File: src/rtl/cpu_defs.sv
// Shared types for the MEM stage: load kinds, coprocessor/TLB ops and the
// packets exchanged with pre_MEM, WB and the ID forwarding network.
package cpu_defs;

  typedef enum logic [2:0] {LB, LBU, LH, LHU, LW, LWL, LWR} load_op_t;
  typedef enum logic [1:0] {C0_NONE, C0_MFC0, C0_MTC0, C0_ERET} c0_op_t;
  typedef enum logic [1:0] {TLB_NONE, TLB_TLBP, TLB_TLBR, TLB_TLBWI} tlb_op_t;

  typedef struct packed {
    logic        ex;
    logic        bd;
    logic [4:0]  excode;
    logic [31:0] badvaddr;
  } exception_t;

  typedef struct packed {
    logic eret;
    logic ex;
  } pipeline_flush_t;

  typedef struct packed {
    logic        req_ok;
    logic        res_from_mem;
    logic        res_to_mem;
    load_op_t    load_op;
    logic [1:0]  mem_addr_lo;
    logic [31:0] rt_value;
    logic        rf_we;
    logic [4:0]  dest;
    logic [31:0] result;
    logic [31:0] pc;
    exception_t  exception;
    c0_op_t      c0_op;
    logic [7:0]  c0_addr;
    tlb_op_t     tlb_op;
  } pms_payload_t;

  typedef struct packed {
    logic         valid;
    pms_payload_t payload;
  } pms_to_ms_bus_t;

  typedef struct packed {
    logic        valid;
    logic        rf_we;
    logic [4:0]  dest;
    logic [31:0] final_result;
    logic [31:0] pc;
    exception_t  exception;
    c0_op_t      c0_op;
    logic [7:0]  c0_addr;
    tlb_op_t     tlb_op;
  } ms_to_ws_bus_t;

  typedef struct packed {
    logic        op_mfc0;
    logic        data_pending;
    logic        op_tlb;
    logic [4:0]  dest;
    logic [31:0] final_result;
  } ms_forward_bus_t;

  function automatic logic is_flush(input pipeline_flush_t f);
    return f.eret | f.ex;
  endfunction

endpackage

File: src/rtl/load_align.sv
// Load data alignment: byte/half extraction with sign or zero extension and
// the unaligned LWL/LWR merge against the old rt value.
module load_align
  import cpu_defs::*;
(
  input  load_op_t    load_op,
  input  logic [1:0]  addr_lo,
  input  logic [31:0] word,
  input  logic [31:0] rt_value,
  output logic [31:0] result
);

  logic [7:0]  byte_sel;
  logic [15:0] half_sel;

  always_comb begin
    // NOTE: every output of a combinational block gets a default first so no path can infer a latch.
    byte_sel = word[7:0];
    case (addr_lo)
      2'd1: byte_sel = word[15:8];
      2'd2: byte_sel = word[23:16];
      2'd3: byte_sel = word[31:24];
      default: byte_sel = word[7:0];
    endcase
    half_sel = addr_lo[1] ? word[31:16] : word[15:0];
  end

  always_comb begin
    result = word;
    case (load_op)
      LB:  result = {{24{byte_sel[7]}}, byte_sel};
      LBU: result = {24'd0, byte_sel};
      LH:  result = {{16{half_sel[15]}}, half_sel};
      LHU: result = {16'd0, half_sel};
      LW:  result = word;
      LWL: begin
        case (addr_lo)
          2'd0: result = {word[7:0],  rt_value[23:0]};
          2'd1: result = {word[15:0], rt_value[15:0]};
          2'd2: result = {word[23:0], rt_value[7:0]};
          default: result = word;
        endcase
      end
      LWR: begin
        case (addr_lo)
          2'd1: result = {rt_value[31:24], word[31:8]};
          2'd2: result = {rt_value[31:16], word[31:16]};
          2'd3: result = {rt_value[31:8],  word[31:24]};
          default: result = word;
        endcase
      end
      default: result = word;
    endcase
  end

endmodule

File: src/rtl/mem_stage.sv
// MEM pipeline stage: waits for the data-SRAM response, aligns load data,
// forwards to ID and drops responses that belong to flushed requests.
module mem_stage
  import cpu_defs::*;
#(
  parameter int DISCARD_W = 2
) (
  input  logic            clk,
  input  logic            reset,
  input  logic            ws_allowin,
  output logic            ms_allowin,
  input  pms_to_ms_bus_t  pms_to_ms_bus,
  output ms_to_ws_bus_t   ms_to_ws_bus,
  output ms_forward_bus_t ms_forward_bus,
  input  pipeline_flush_t pipeline_flush,
  input  logic            wr_disable,
  output logic            ms_wr_disable,
  input  logic [31:0]     data_rdata,
  input  logic            data_data_ok
);

  logic                 ms_valid;
  pms_payload_t         ms_data;
  logic [DISCARD_W-1:0] discard_cnt;
  logic [31:0]          rdata_buf;
  logic                 rdata_buf_valid;

  logic        flush;
  logic        need_data;
  logic        data_hit;
  logic        ms_ready_go;
  logic        ms_leave;
  logic        cnt_inc;
  logic        cnt_dec;
  logic        keep_rf_we;
  logic [31:0] load_word;
  logic [31:0] aligned;
  logic [31:0] final_result;

  assign flush       = is_flush(pipeline_flush);
  assign need_data   = ms_valid & ms_data.req_ok & (ms_data.res_from_mem | ms_data.res_to_mem);
  assign data_hit    = data_data_ok & (discard_cnt == '0);
  assign ms_ready_go = ~need_data | data_hit | rdata_buf_valid;
  assign ms_allowin  = ~ms_valid | (ms_ready_go & ws_allowin);
  assign ms_leave    = ms_valid & ms_ready_go & ws_allowin;

  // A flush that strands an outstanding request leaves one response to drop.
  assign cnt_inc = flush & need_data & ~data_hit & ~rdata_buf_valid;
  assign cnt_dec = data_data_ok & (discard_cnt != '0);

  always_ff @(posedge clk) begin
    // NOTE: sequential state is written with non-blocking assignments so every register samples pre-edge values.
    if (reset) begin
      ms_valid <= 1'b0;
    end else if (flush) begin
      ms_valid <= 1'b0;
    end else if (ms_allowin) begin
      ms_valid <= pms_to_ms_bus.valid;
    end
  end

  // NOTE: pure datapath registers carry no reset; their contents are qualified by a valid bit.
  always_ff @(posedge clk) begin
    if (pms_to_ms_bus.valid && ms_allowin) begin
      ms_data <= pms_to_ms_bus.payload;
    end
  end

  always_ff @(posedge clk) begin
    if (reset) begin
      discard_cnt <= '0;
    end else if (cnt_inc && !cnt_dec && !(&discard_cnt)) begin
      discard_cnt <= discard_cnt + DISCARD_W'(1);
    end else if (cnt_dec && !cnt_inc) begin
      discard_cnt <= discard_cnt - DISCARD_W'(1);
    end
  end

  // Hold a response that arrives while WB is stalled; a flush must not let it
  // leak into the next packet.
  always_ff @(posedge clk) begin
    if (reset) begin
      rdata_buf_valid <= 1'b0;
    end else if (flush || ms_leave) begin
      rdata_buf_valid <= 1'b0;
    end else if (ms_valid && data_hit) begin
      rdata_buf_valid <= 1'b1;
    end
  end

  always_ff @(posedge clk) begin
    if (ms_valid && data_hit && !ms_leave) begin
      rdata_buf <= data_rdata;
    end
  end

  assign load_word = rdata_buf_valid ? rdata_buf : data_rdata;

  load_align u_load_align (
    .load_op  (ms_data.load_op),
    .addr_lo  (ms_data.mem_addr_lo),
    .word     (load_word),
    .rt_value (ms_data.rt_value),
    .result   (aligned)
  );

  assign final_result = (ms_data.res_from_mem && !ms_data.exception.ex) ? aligned : ms_data.result;
  assign keep_rf_we   = ms_valid & ms_data.rf_we & ~ms_data.exception.ex;

  // An older instruction in WB is trapping or returning; this one must not commit.
  always_comb begin
    ms_to_ws_bus              = '0;
    ms_to_ws_bus.valid        = ms_valid & ms_ready_go;
    ms_to_ws_bus.rf_we        = keep_rf_we & ~wr_disable;
    ms_to_ws_bus.dest         = ms_data.dest;
    ms_to_ws_bus.final_result = final_result;
    ms_to_ws_bus.pc           = ms_data.pc;
    ms_to_ws_bus.exception    = ms_data.exception;
    ms_to_ws_bus.c0_op        = ms_data.c0_op;
    ms_to_ws_bus.c0_addr      = ms_data.c0_addr;
    ms_to_ws_bus.tlb_op       = ms_data.tlb_op;
  end

  always_comb begin
    ms_forward_bus = '0;
    if (ms_valid) begin
      ms_forward_bus.op_mfc0      = (ms_data.c0_op == C0_MFC0);
      ms_forward_bus.data_pending = ms_data.res_from_mem & ~ms_ready_go;
      ms_forward_bus.op_tlb       = (ms_data.tlb_op != TLB_NONE);
      ms_forward_bus.dest         = keep_rf_we ? ms_data.dest : 5'd0;
      ms_forward_bus.final_result = final_result;
    end
  end

  assign ms_wr_disable = ms_valid & ms_data.exception.ex;

endmodule

File: config.mk
export PLATFORM = sky130hd
export DESIGN_NAME = mem_stage
export DESIGN_NICKNAME = d
export VERILOG_FILES = /design/src/rtl/cpu_defs.sv /design/src/rtl/load_align.sv /design/src/rtl/mem_stage.sv
export SDC_FILE = /design/constraint.sdc
export NUM_CORES = 1
export LEC_CHECK = 0
export CAP_MARGIN = 5
export CORE_MARGIN = 2
export CORE_UTILIZATION = 45
export CTS_CLUSTER_SIZE = 24
export DETAILED_ROUTE_END_ITERATION = 7
export PLACE_DENSITY = 0.8
export SYNTH_ARGS = -nofsm -noshare
export SYNTH_HDL_FRONTEND = slang
export SYNTH_SLANG_ARGS = --single-unit
File: constraint.sdc
create_clock -name clk -period 7.3 [get_ports clk]
set_clock_uncertainty 0.1 [all_clocks]
set_input_delay 1.46 -clock clk [delete_from_list [all_inputs] [get_ports clk]]
set_output_delay 1.46 -clock clk [all_outputs]
set_load 0.05 [all_outputs]
After elaboration in Yosys (flattened, before gate mapping):

Index checks and enable logic that the tools add are counted.

* latch bits: 0
* word-level logic and storage cells: 92
* memories: 0
* output and inout bits: 164
* bits in read-only memories: 0
* input bits: 201
* flip-flop bits (word level): 197
* RAM bits: 0

* $add $sub $neg: 2
* reductions and logical operators: 22
* divide/modulo/power cells: 0
* multiplexer cells: 11
* eq/ne operators: 9
* order comparisons: 0
* shift-type cells: 0
* bitwise gates (word level): 27
* multiply operators: 0

Operators with widths (number)
* $pmux 32 s3: 2
* $pmux 32 s6: 1
* $mux 32: 2
* $mux 40: 1
* $pmux 8 s3: 1
* $mux 16: 1
* $and 1x1->1: 15
* $logic_and 1x1->1: 7
* $not 1->1: 7
* $eq 3x2->1 const B: 2
* $eq 3x3->1 const B: 2
* $reduce_bool 2->1: 3
* $logic_not 1->1: 5
* $mux 5: 1
* $or 1x1->1: 5
* $eq 2x1->1 const B: 2
* $eq 2x2->1 const B: 2
* $logic_not 2->1: 2
* $mux 2: 2
* $reduce_or 2->1: 2
* $eq 3x1->1 const B: 1
* $logic_not 3->1: 1
* $add 2x1->2 const B: 1
* $reduce_and 2->1: 1
* 2 further kinds: 2

Longest topological paths before layout:

* depth after elaboration: 9
* mapped depth: 9
* gate-level depth less buffers: 5

Hierarchy:

Synthesis repeated with hierarchy kept, for this count alone.

* cell total of the unflattened synthesis: 696
* area total of the unflattened synthesis: 9795.6 sq um

Modules (own cells, without submodules)
* mem_stage: area each 7812.5 sq um, sequential area each 5875.6 sq um, cells an instance 436, times used 1
* load_align: area each 1983.2 sq um, sequential area each 0.0 sq um, cells an instance 260, times used 1

Least setup slack after synthesis:

OpenSTA, ideal clock, no wires.

* path type: input-to-reg
* from: input port data_data_ok
* to: register ms_data[100] (netlist bit), enable pin
* arrival time: 6.210 ns
* path slack: 0.451 ns
* stages: 5
* buffers on the path: 0
* library setup time: 0.539 ns
* required time: 6.661 ns
* path through: nor3b_1 -> or3_1 -> nand2_1 -> nand2_1 -> and2_1

* word-level cells in the longest chain between the ends: 6

RTL lines
* start: declaration: line mem_stage.sv:19 `input logic data_data_ok`
* $and 1x1->1: line mem_stage.sv:42 `assign data_hit = data_data_ok & (discard_cnt == '0);`
* $or 1x1->1 (2 in a row): line mem_stage.sv:43 `assign ms_ready_go = ~need_data | data_hit | rdata_buf_valid;`
* $and 1x1->1: line mem_stage.sv:44 `assign ms_allowin = ~ms_valid | (ms_ready_go & ws_allowin);`
* $or 1x1->1: line mem_stage.sv:44
* via ms_allowin: line mem_stage.sv:11 `output logic ms_allowin,`
* $logic_and 1x1->1: line mem_stage.sv:64 `if (pms_to_ms_bus.valid && ms_allowin) begin`
* end signal: assignment: line mem_stage.sv:65 `ms_data <= pms_to_ms_bus.payload;`
* end: declaration: line mem_stage.sv:23 `pms_payload_t ms_data;`

The timed path passes the listed nets, and every way through them passes these cells.
A chain may end at the register's enable or synchronous reset.

==> results.sh <==
export IMPL_grt_max_degree=162
export IMPL_path_clk_slew_ns=0.08
export IMPL_netlist_area_mm2=0.0103
export IMPL_rsz0062_at_grt="no"
export IMPL_whs_path_depth=2
export IMPL_utilization=0.626
export IMPL_yosysUniqueCellTypes=51
export IMPL_cp_start_kind="input pin"
export IMPL_die_y_um=155
export IMPL_power_frac_seq=0.455
export IMPL_track_usage=0.272
export IMPL_status="finished clean"
export IMPL_htreeDepth=4
export IMPL_drcViolationCount=0
export IMPL_io_pins=365
export IMPL_yosysTopAreaCellShare=0.565
export IMPL_cts_sinks=197
export IMPL_internal_power_w=0.00203
export IMPL_overflow=0
export IMPL_die_w_um=155
export IMPL_die_area_mm2=0.0240
export IMPL_clockBufferDepth=2
export IMPL_critPathMaxStageDelay_ns=1.10
export IMPL_synth_largest_area_cell="edfxtp_1"
export IMPL_drtIter0Drc=791
export IMPL_slew_headroom=0.198
export IMPL_cp_slowest_cell="a2111oi_0"
export IMPL_root_buffer="clkbuf_16"
export IMPL_antenna_found_initial=6
export IMPL_syn_area_per_cell_um2=12.5
export IMPL_drive_gt1_frac=0.104
export IMPL_min_period_over_period=0.882
export IMPL_placed_cells=1344
export IMPL_fmax_ghz=0.155
export IMPL_synth_most_common_cell="edfxtp_1"
export IMPL_dpl_hpwl_mm=24.8
export IMPL_io_buffers=364
export IMPL_cts_tree="built"
export IMPL_crit_top_cell="clkdlybuf4s50_1"
export IMPL_first_pass_iters=5
export IMPL_rrSetupSlack_ns=4.56
export IMPL_clock_latency_ns=0.44
export IMPL_nets=1279
export IMPL_path_class="in -> out"
export IMPL_synth_seq_cells=197
export IMPL_ys_top_cells_by_area="edfxtp_1 (57%), buf_4 (6.7%), mux4_2 (5.9%)"
export IMPL_crit_chain="clkdlybuf4s50_1, mux4_2, or3b_2, o211ai_4, a2111oi_0, nor4_1, clkdlybuf4s50_1"
export IMPL_start_util=0.456
export IMPL_post_cts_setup_buffers=0
export IMPL_ctsHoldBuffers=0
export IMPL_r2r_end="ms_data[95]$_DFFE_PP_"
export IMPL_leakage_nw=4.72
export IMPL_final_area_mm2=0.0141
export IMPL_ff2ff_path_depth=6
export IMPL_wl_per_cell_um=24.2
export IMPL_drt_total_wl_mm=33.4
export IMPL_postRouteAntennaNets=0
export IMPL_via_per_inst=5.84
export IMPL_min_path_type="reg -> reg"
export IMPL_syn_inst=820
export IMPL_gp_congestion=0.898
export IMPL_fin_crit_ns=6.44
export IMPL_worst_slew_pin_slew_ns=1.17
export IMPL_async_flop_share=0
export IMPL_hold_violations=0
export IMPL_pwr_density_cell_mw_per_mm2=208
export IMPL_synth_net_count=1021
export IMPL_cp_end_kind="output port"
export IMPL_p_clk_frac=0.335
export IMPL_grt_pass1_wl_mm=48.5
export IMPL_maxCapViolCount=0
export IMPL_place_area_mm2=0.0135
export IMPL_peakVddDrop_mv=0.137
export IMPL_p_sw_frac=0.308
export IMPL_synth_flop_cell="edfxtp_1"
export IMPL_r2r_start="discard_cnt[1]$_SDFFE_PP0P_"
export IMPL_yosysWarnings=0
export IMPL_tns_ns=0
export IMPL_synth_seq_area_share=0.573
export IMPL_grt_pass1_vias=7991
export IMPL_synth_edff_count=193
export IMPL_syn_to_final_growth_pct=37.4
export IMPL_core_area_mm2=0.0225
export IMPL_power_switching_w=0.000903
export IMPL_dr_total_vias=8058
export IMPL_setup_viol=0
export IMPL_path_max_fanout=15
export IMPL_cp_required_ns=5.74
export IMPL_cts_buffers_inserted=17
export IMPL_min_to="discard_cnt[1]$_SDFFE_PP0P_"
export IMPL_rows=55
export IMPL_cts_resized=0
export IMPL_power_frac_comb=0.210
export IMPL_hold_start="discard_cnt[1]$_SDFFE_PP0P_"
export IMPL_startpoint="data_rdata[31]"
export IMPL_maxSlewViolCount=0
export IMPL_instances_no_fill=1379
export IMPL_synth_common_cells="edfxtp_1 (193), buf_4 (91), nor2_1 (86)"
export IMPL_cp_arrival_ns=4.88
-- worst max-delay path by stage --
stage	to	slack (ns)	depth (start not counted)
after floorplan	ms_data[100]$_DFFE_PP_	0.45	5
after global placement	ms_to_ws_bus[112]	0.98	7
after detailed placement	ms_forward_bus[29]	0.91	7
after CTS	ms_forward_bus[29]	0.90	7
after global routing	ms_forward_bus[29]	0.67	7
final	ms_forward_bus[29]	0.86	7
-- metal layers --
metal | share of wire | GRT usage | vias up
met5 | 0.00090 | 0 | -
met3 | 0.11 | 0.103 | 60
met1 | 0.38 | 0.340 | 3935
met4 | 0.024 | 0.0886 | 4
li1 | - | - | 3586
met2 | 0.48 | 0.440 | 473
-- per-stage QoR --
step | total power [W] | hold WS [ns] | worst slack (ns)
floorplan | 0.00173 | 0.379 | 0.451
global placement | 0.00196 | 0.405 | 0.984
detailed placement | 0.00197 | 0.416 | 0.909
CTS | 0.00294 | 0.430 | 0.905
global route | 0.00302 | 0.469 | 0.672
finish | 0.00293 | 0.439 | 0.861
-- placed cells by master (no fill, tap or decap), types with 4 or more instances in the layout --
cell             synthesis  layout
a31oi_1                  7       7
nand3_1                 24      24
nor2b_1                  5       5
a22oi_1                  9       9
clkbuf_16                0      17
inv_1                    4       4
a21oi_1                 32      32
inv_8                    0       4
edfxtp_1               193     193
or3_1                   10      10
nor3_1                  29      29
nor3_2                   7       7
or2_2                    8       8
nand2_1                 23      23
mux4_2                  27      27
mux2_2                  21      21
nor4_1                  12      12
o22ai_1                 16      16
o211ai_1                 9       9
nor4b_1                  5       5
a22o_1                   7       7
mux2i_1                 26      26
a211oi_1                10      10
nand2b_1                20      19
o221ai_1                 8       8
a2111oi_0                7       7
nor2_1                  86      86
o21ai_0                 22      22
clkdlybuf4s50_1          0     364
clkinv_8                 0       6
o31ai_1                 17      17
and2_1                  12      11
buf_4                   91      10
diode_2                  0       4
-- cells by family after synthesis --
group / share of synthesized area
AND/OR/NAND/NOR: 0.127
flip-flops: 0.573
multiplexers: 0.108
buffers and inverters: 0.0902
AO/OA/AOI/OAI: 0.102
-- final cells by class --
type                    count  area, um2
clock buffers              17        425
flip-flops and latches    197       5880
clock inverters            14        193
well taps                 285        357
multi-input cells         481       3460
inverters                   6       22.5
fillers                  1787       8420
repair buffers            375       3740
diodes                      4       10.0
-- flip-flops by register name, summed over array words and instances, names as in the netlist --
register,count
ms_to_ws_bus,88
discard_cnt,2
ms_data,73
ms_valid,1
rdata_buf,32
rdata_buf_valid,1
-- power by group through the flow --
stage	sequential [W]	clock, W	combinational [W]
after CTS	0.00133	0.000999	0.000613
final	0.00133	0.000980	0.000615
after global routing	0.00134	0.00104	0.000643
after detailed placement	0.00136	0	0.000610
after global placement	0.00136	0	0.000603
after floorplan	0.00135	0	0.000384
-- worst max-delay path, delay by kind of cell --
family / cells / cell delay (ns)
AOI/OAI and AO/OA: 2 / 1.34
buffers and inverters: 2 / 1.21
and+or+nand+nor: 2 / 0.38
muxes: 1 / 0.49
No activity file was read; power rests on OpenSTA's default activity.
